==> src/rtl/fpga_top.sv <==
// -----------------------------------------------------------------------------
// fpga_top
//   UART echo block. Bytes received on rx (8N1) are echoed back on tx, and the
//   low nibble of the most recent good byte is shown on leds. A one-entry
//   pending buffer decouples the receiver from the transmitter, so the two run
//   concurrently; if a new byte arrives while one is still pending, the newer
//   byte replaces it.
//
// Parameters
//   CLK_FREQ  system clock frequency in Hz
//   BAUD      UART bit rate; CLKS_PER_BIT = CLK_FREQ / BAUD (truncated)
//
// Ports
//   clk    in   1  system clock, rising edge
//   rst_n  in   1  asynchronous active-low reset
//   rx     in   1  UART serial input, idles high
//   tx     out  1  UART serial output (registered), idles high
//   leds   out  4  low nibble of the last validly received byte
// -----------------------------------------------------------------------------
module fpga_top #(
   parameter int CLK_FREQ = 50_000_000,
   parameter int BAUD     = 9600
) (
   input  logic       clk,
   input  logic       rst_n,
   input  logic       rx,
   output logic       tx,
   output logic [3:0] leds
);

   localparam int CLKS_PER_BIT = CLK_FREQ / BAUD;
   localparam int HALF_BIT     = CLKS_PER_BIT / 2;
   localparam int CNT_W        = $clog2(CLKS_PER_BIT + 1);

   localparam logic [CNT_W-1:0] BIT_LAST  = CNT_W'(CLKS_PER_BIT - 1);
   localparam logic [CNT_W-1:0] HALF_LAST = CNT_W'(HALF_BIT - 1);
   localparam logic [CNT_W-1:0] CNT_ONE   = CNT_W'(1);

   typedef enum logic [1:0] {
      ST_IDLE  = 2'd0,
      ST_START = 2'd1,
      ST_DATA  = 2'd2,
      ST_STOP  = 2'd3
   } uart_state_e;

   // input synchronizer
   logic             rx_meta_q;
   logic             rx_sync_q;

   // receiver
   uart_state_e      rx_state_q, rx_state_d;
   logic [CNT_W-1:0] rx_cnt_q,   rx_cnt_d;
   logic [2:0]       rx_idx_q,   rx_idx_d;
   logic [7:0]       rx_shift_q, rx_shift_d;
   logic             rx_valid;

   // pending buffer and leds
   logic             pend_full_q, pend_full_d;
   logic [7:0]       pend_byte_q, pend_byte_d;
   logic [3:0]       leds_q,      leds_d;

   // transmitter
   uart_state_e      tx_state_q, tx_state_d;
   logic [CNT_W-1:0] tx_cnt_q,   tx_cnt_d;
   logic [2:0]       tx_idx_q,   tx_idx_d;
   logic [7:0]       tx_shift_q, tx_shift_d;
   logic             tx_q,       tx_d;
   logic             tx_load;

   // ---------------------------------------------------------------------------
   // State registers
   // ---------------------------------------------------------------------------
   always_ff @(posedge clk or negedge rst_n) begin
      if (!rst_n) begin
         rx_meta_q   <= 1'b1;
         rx_sync_q   <= 1'b1;
         rx_state_q  <= ST_IDLE;
         rx_cnt_q    <= '0;
         rx_idx_q    <= '0;
         rx_shift_q  <= '0;
         pend_full_q <= 1'b0;
         pend_byte_q <= '0;
         leds_q      <= '0;
         tx_state_q  <= ST_IDLE;
         tx_cnt_q    <= '0;
         tx_idx_q    <= '0;
         tx_shift_q  <= '0;
         tx_q        <= 1'b1;
      end else begin
         rx_meta_q   <= rx;
         rx_sync_q   <= rx_meta_q;
         rx_state_q  <= rx_state_d;
         rx_cnt_q    <= rx_cnt_d;
         rx_idx_q    <= rx_idx_d;
         rx_shift_q  <= rx_shift_d;
         pend_full_q <= pend_full_d;
         pend_byte_q <= pend_byte_d;
         leds_q      <= leds_d;
         tx_state_q  <= tx_state_d;
         tx_cnt_q    <= tx_cnt_d;
         tx_idx_q    <= tx_idx_d;
         tx_shift_q  <= tx_shift_d;
         tx_q        <= tx_d;
      end
   end

   // ---------------------------------------------------------------------------
   // Receiver next-state logic. The counter restarts at every sample point, so
   // after the mid-start sample every later sample lands one full bit later,
   // i.e. in the middle of each data bit and of the stop bit.
   // ---------------------------------------------------------------------------
   always_comb begin
      rx_state_d = rx_state_q;
      rx_cnt_d   = rx_cnt_q;
      rx_idx_d   = rx_idx_q;
      rx_shift_d = rx_shift_q;
      rx_valid   = 1'b0;

      case (rx_state_q)
         ST_IDLE: begin
            rx_cnt_d = '0;
            rx_idx_d = '0;
            if (!rx_sync_q) begin
               rx_state_d = ST_START;
            end
         end

         ST_START: begin
            if (rx_cnt_q == HALF_LAST) begin
               rx_cnt_d = '0;
               // line back high at mid-start: treat as a glitch
               rx_state_d = rx_sync_q ? ST_IDLE : ST_DATA;
            end else begin
               rx_cnt_d = rx_cnt_q + CNT_ONE;
            end
         end

         ST_DATA: begin
            if (rx_cnt_q == BIT_LAST) begin
               rx_cnt_d   = '0;
               rx_shift_d = {rx_sync_q, rx_shift_q[7:1]};
               if (rx_idx_q == 3'd7) begin
                  rx_state_d = ST_STOP;
               end else begin
                  rx_idx_d = rx_idx_q + 3'd1;
               end
            end else begin
               rx_cnt_d = rx_cnt_q + CNT_ONE;
            end
         end

         ST_STOP: begin
            if (rx_cnt_q == BIT_LAST) begin
               rx_cnt_d   = '0;
               rx_state_d = ST_IDLE;
               // a low stop bit is a framing error: byte is dropped silently
               rx_valid   = rx_sync_q;
            end else begin
               rx_cnt_d = rx_cnt_q + CNT_ONE;
            end
         end

         default: rx_state_d = ST_IDLE;
      endcase
   end

   // ---------------------------------------------------------------------------
   // Pending buffer and leds. A write from the receiver takes priority over the
   // transmitter's clear, so a byte arriving on the same cycle the transmitter
   // picks up the previous one is kept rather than lost.
   // ---------------------------------------------------------------------------
   always_comb begin
      pend_full_d = pend_full_q;
      pend_byte_d = pend_byte_q;
      leds_d      = leds_q;

      if (tx_load) begin
         pend_full_d = 1'b0;
      end
      if (rx_valid) begin
         pend_full_d = 1'b1;
         pend_byte_d = rx_shift_q;
         leds_d      = rx_shift_q[3:0];
      end
   end

   // ---------------------------------------------------------------------------
   // Transmitter next-state logic. tx_d carries the level of the bit being
   // entered, so tx_q changes only on bit boundaries and is glitch-free.
   // ---------------------------------------------------------------------------
   always_comb begin
      tx_state_d = tx_state_q;
      tx_cnt_d   = tx_cnt_q;
      tx_idx_d   = tx_idx_q;
      tx_shift_d = tx_shift_q;
      tx_d       = tx_q;
      tx_load    = 1'b0;

      case (tx_state_q)
         ST_IDLE: begin
            tx_d     = 1'b1;
            tx_cnt_d = '0;
            tx_idx_d = '0;
            if (pend_full_q) begin
               tx_load    = 1'b1;
               tx_shift_d = pend_byte_q;
               tx_d       = 1'b0;
               tx_state_d = ST_START;
            end
         end

         ST_START: begin
            if (tx_cnt_q == BIT_LAST) begin
               tx_cnt_d   = '0;
               tx_d       = tx_shift_q[0];
               tx_state_d = ST_DATA;
            end else begin
               tx_cnt_d = tx_cnt_q + CNT_ONE;
            end
         end

         ST_DATA: begin
            if (tx_cnt_q == BIT_LAST) begin
               tx_cnt_d = '0;
               if (tx_idx_q == 3'd7) begin
                  tx_d       = 1'b1;
                  tx_state_d = ST_STOP;
               end else begin
                  tx_idx_d   = tx_idx_q + 3'd1;
                  tx_shift_d = {1'b0, tx_shift_q[7:1]};
                  tx_d       = tx_shift_q[1];
               end
            end else begin
               tx_cnt_d = tx_cnt_q + CNT_ONE;
            end
         end

         ST_STOP: begin
            if (tx_cnt_q == BIT_LAST) begin
               tx_cnt_d   = '0;
               tx_state_d = ST_IDLE;
            end else begin
               tx_cnt_d = tx_cnt_q + CNT_ONE;
            end
         end

         default: tx_state_d = ST_IDLE;
      endcase
   end

   assign tx   = tx_q;
   assign leds = leds_q;

endmodule

==> config.mk <==
export PLATFORM = sky130hd
export DESIGN_NAME = fpga_top
export DESIGN_NICKNAME = d
export VERILOG_FILES = /design/src/rtl/fpga_top.sv
export SDC_FILE = /design/constraint.sdc
export NUM_CORES = 1
export LEC_CHECK = 0
export BUFFER_PORTS_ARGS = -buffer_cell sky130_fd_sc_hd__buf_2
export CAP_MARGIN = 20
export CORE_ASPECT_RATIO = 1.4
export CORE_UTILIZATION = 60
export CTS_CLUSTER_SIZE = 14
export DETAILED_ROUTE_END_ITERATION = 10
export PLACE_DENSITY_LB_ADDON = 0.08
export SLEW_MARGIN = 5
export SYNTH_ARGS = -nofsm -noshare
export SYNTH_HDL_FRONTEND = slang
export SYNTH_SLANG_ARGS = --single-unit
==> constraint.sdc <==
create_clock -name clk -period 3.17 [get_ports clk]
set_input_delay 0.634 -clock clk [delete_from_list [all_inputs] [get_ports clk]]
set_output_delay 0.634 -clock clk [all_outputs]
set_load 0.005 [all_outputs]
# Yosys cells after proc, flatten, opt, wreduce, memory -nomap -nowiden
# Cells that the tools add are included.
# classes
add_sub_neg	4
eq_ne	23
mux	39
n_reduce_logical	15
# op_table
cell	count
$mux W13	3
$pmux W13 S3	1
$add A13 B1 Y13 const B	2
$eq A13 B13 Y1 const B	2
$pmux W13 S2	1
$mux W8	3
$ne A2 B2 Y1 const B	12
$mux W2	11
$pmux W2 S4	2
$pmux W8 S2	1
$eq A13 B12 Y1 const B	1
$mux W3	4
$pmux W3 S2	2
$mux W1	10
$reduce_and A5 Y1	2
$reduce_and A3 Y1	3
$eq A2 B2 Y1 const B	4
$add A3 B1 Y3 const B	2
$eq A3 B3 Y1 const B	2
$reduce_bool A2 Y1	3
$eq A2 B1 Y1 const B	2
$logic_not A2 Y1	2
$reduce_and A4 Y1	1
$pmux W1 S3	1
4 further kinds	4
# totals
register_bits	68
in_bits	3
out_inout_bits	5

# Depth between registers and ports, before layout
# depth
depth_word	4
mapped_depth	7

# Worst setup path after synthesis
# No wires, ideal clock.
# synth_timing
path_kind	register -> register
startpoint	register rx_cnt_q[5]
endpoint	register pend_byte_q[0]
setup_time_ns	0.125
arrival_ns	2.296
required_time_ns	3.045
slack_ns	0.750
path_stages_with_launch	6
path_buffers	1
period_less_slack_ns	2.420
cell_sequence	dfrtp_1 or4b_1 or4_1 buf_2 nor3_4 mux2_2
# synth_via
elab_chain_len	3
# synth_lines
element	line	text
start: declaration	52	logic [CNT_W-1:0] rx_cnt_q, rx_cnt_d;
start signal: assignment	93	rx_cnt_q <= rx_cnt_d;
$eq A13 B13 Y1	153	if (rx_cnt_q == BIT_LAST) begin
$mux W1	153	
$mux W1	119	case (rx_state_q)
end signal: assignment	97	pend_byte_q <= pend_byte_d;
end: declaration	59	logic [7:0] pend_byte_q, pend_byte_d;
# Every way passes these cells.
# A chain may end at the register's enable or synchronous reset.

# Worst setup path in the final report
# layout_timing
startpoint	register rx_cnt_q[5]
endpoint	register pend_byte_q[6]
# The elaborated chain is that of the path after synthesis.

==> results_dict.tcl <==
set metrics [dict create \
    result_of_the_run "finished, final reports clean" \
    synthDominantAreaCellType "dfrtp_1" \
    num-nets-final 305 \
    peak_freq_ghz 0.3769 \
    drtPass1Iterations 4 \
    floorplan.io_pins 8 \
    via_count 2030 \
    initial_cell_density_of_the_core 0.6356 \
    tightest_slew_ns 0.6133 \
    worst_setup_sp_type "flop" \
    synthToLayoutAreaGrowth_pct 10.41 \
    via_per_inst 5.639 \
    final_period_minus_worst_setup_slack_ns 2.653 \
    maxCapViolations 0 \
    antenna_left 0 \
    synth_fp_nets 293 \
    diodes 0 \
    clk_pin_slew_worst_paths_ns 0.07 \
    critPathKind "reg2reg" \
    grt_antenna_before_repair 0 \
    cp_data_required_time_ns 3.39 \
    drt-met1-wl_um 2378 \
    cellLeakagePower_uw 0.001561 \
    critical_path_arrival_ns 2.88 \
    total_routed_length_um 5312 \
    rsz0062_at_grt "false" \
    post-synth-top-area-fraction 0.4884 \
    postCtsSetupBuffers 0 \
    chipWidth_um 63 \
    hold_path.class "in2async" \
    ys_top_cells_by_area "dfrtp_1 49%, mux2_2 12%, xnor2_1 5.3%" \
    wl_met2_um 2672 \
    rows 30 \
    grt_usage 0.2209 \
    htree_num_levels 3 \
    design.core.area_sq_um 4917 \
    grt_max_degree 27 \
    drtIter0Drc 89 \
    clock_tree_from_tritoncts "built" \
    ys_async_sr_fraction 1.000 \
    synth_edf_count 0 \
    report.final.slew_viol_count 0 \
    gp_congestion 0.8506 \
    yosys-top-cells-count "61 x dfrtp_1, 33 x mux2_2, 33 x nor2_1, 20 x nand2_1, 19 x xnor2_1" \
    fill_cell_total_of_the_finished_layout 372 \
    grt_pass1_wl_um 9218 \
    synth.distinct_cells 43 \
    grt_pass1_vias 2001 \
    worstSetupEndpointType "flop" \
    power_report.internal_total_uw 1341 \
    synth-seq-area-share 0.5136 \
    synth.cell_area_sq_um 3125 \
    final_hold_violations 0 \
    avgSynthCellArea_sq_um 11.20 \
    clock-skew-final_ns 0.007813 \
    layout-drive-gt1-share 0.2230 \
    yosys_register_bits 64 \
    min_period_over_period 0.8370 \
    die_area_sq_um 5506 \
    power.share.switching 0.1940 \
    crit_fanout 9 \
    cts_made_buffers 9 \
    p_total_uw 1664 \
    timing.rr.start "rx_cnt_q[5]$_DFF_PN0_" \
    route.detailed.drc 0 \
    cts_hold_buffers 0 \
    cell_pwr_density_nw_per_um2 482.1 \
    globalRouteOverflowTotal 0 \
    synthCells 279 \
    number_of_port_buffers 7 \
    power.clock.fraction 0.496 \
    peakVddDrop_mv 0.3848 \
    cts-resized-gates 0 \
    rrSetupSlack_ns 0.52 \
    synth_ff_type "dfrtp_1" \
    max_used_layer "met4" \
    cts_num_sinks 64 \
    floorplan.die.height_um 87.40 \
    avgRoutedWirePerCell_um 14.76 \
    cts_buffer_depth 2 \
    place.detailed.hpwl_um 3753 \
    dr_wl_met3_um 154 \
    slew_headroom 0.5873 \
    r2r-end "pend_byte_q[6]$_DFFE_PN0P_" \
    clock_insertion_delay_worst_skew_ns 0.34 \
    report.final.setup_viol 0 \
    switching_power_total_uw 322.7 \
    final_total_negative_setup_slack_ns 0 \
    r2r.worst_path.cells 4 \
    post-synth-top-count-cell "dfrtp_1" \
    cts_root_buffer "clkbuf_8" \
    sequential_power_share 0.493 \
    combPwrFrac 0.011 \
    yosys_warnings 0 \
]
==> worst max-delay path, cell delays in order (launching register included) <==
cell     delay (ns)
dfrtp_1        0.43
or4b_1         0.58
or4_1          0.66
nor3_4         0.47
mux2_2         0.40
==> power groups by stage <==
| stage | registers, uW | logic (uW) | clock network (uW) |
|---|---|---|---|
| final | 820 | 18.3 | 826 |
| after global routing | 819 | 22.3 | 877 |
| after CTS | 820 | 20.0 | 845 |
| after detailed placement | 835 | 20.0 | 0 |
| after global placement | 835 | 19.8 | 0 |
| after floorplan | 835 | 0.737 | 0 |
==> layout by cell type, fill, tap and decap left out, types with 5 or more instances in the layout <==
cell type,netlist,routed
clkbuf_8,0,9
nand2_1,20,20
nand3_1,12,12
nor2_1,33,33
xnor2_1,19,19
nand4_1,5,5
buf_2,2,7
o21ai_0,7,7
mux2_2,33,33
nor4_1,6,6
nor2b_1,5,5
inv_1,8,8
dfrtp_1,61,61
ha_1,11,11
nor3_1,6,6
==> per-layer routing <==
metal  global-route usage  vias up
met5                    0        -
met4               0.1205        0
met3              0.04712       11
met2               0.3597       30
met1               0.2741      984
li1                     -     1005
==> layout make-up <==
cell class / instances / area, sq um / area share
Clock inverter: 6 / 107.6 / 0.03118
Timing Repair Buffer: 11 / 65.06 / 0.01885
Sequential cell: 64 / 1605 / 0.4652
Multi-Input combinational cell: 197 / 1435 / 0.4159
Clock buffer: 10 / 127.6 / 0.03698
Tap cell: 64 / 80.08 / 0.02321
Inverter: 8 / 30.03 / 0.008702
==> kinds of logic (layout without fill, tap and decap cells) <==
kind of cell,Yosys count,count (layout),share of synthesized area
compound gates,17,17,0.03643
fa+ha+maj,11,11,0.04403
buf+inv,18,35,0.02722
mux,37,37,0.1317
xor+xnor,22,22,0.06165
flops,64,64,0.5136
simple gates,110,110,0.1854
==> per-stage QoR <==
step                setup slack, ns  instance area [sq um]  instances  hold slack [ns]  utilization
floorplan                    0.7497                   3126        279           0.3384            -
detailed placement           0.5371                   3216        344           0.3472       0.6539
global route                 0.4175                   3451        360           0.2354       0.7018
finish                       0.5167                   3451        360           0.2129       0.7018
global placement             0.5761                   3216        344           0.3468       0.6539
CTS                          0.5109                   3451        360           0.2198       0.7018
==> registers in the layout, summed over array words and instances, names as in the netlist, named ones only <==
signal	cells
pend_full_q	1
tx_state_q	2
rx_state_q	1
rx_sync_q	1
rx_meta_q	1
pend_byte_q	8
rx_idx_q	3
tx_shift_q	8
rx_cnt_q	13
tx_cnt_q	13
rx_shift_q	8
tx	1
tx_idx_q	3
==> how the worst max path moves through the flow <==
stage / start / end / slack (ns) / depth (start not counted)
after floorplan: rx_cnt_q[5]$_DFF_PN0_ / pend_byte_q[0]$_DFFE_PN0P_ / 0.75 / 5
after global placement: rx_cnt_q[5]$_DFF_PN0_ / pend_byte_q[2]$_DFFE_PN0P_ / 0.58 / 4
after detailed placement: rx_cnt_q[5]$_DFF_PN0_ / pend_byte_q[5]$_DFFE_PN0P_ / 0.54 / 4
after CTS: rx_cnt_q[5]$_DFF_PN0_ / pend_byte_q[6]$_DFFE_PN0P_ / 0.51 / 4
after global routing: rx_cnt_q[5]$_DFF_PN0_ / pend_byte_q[0]$_DFFE_PN0P_ / 0.42 / 4
final: rx_cnt_q[5]$_DFF_PN0_ / pend_byte_q[6]$_DFFE_PN0P_ / 0.52 / 4
No activity file was read; power rests on OpenSTA's default activity.
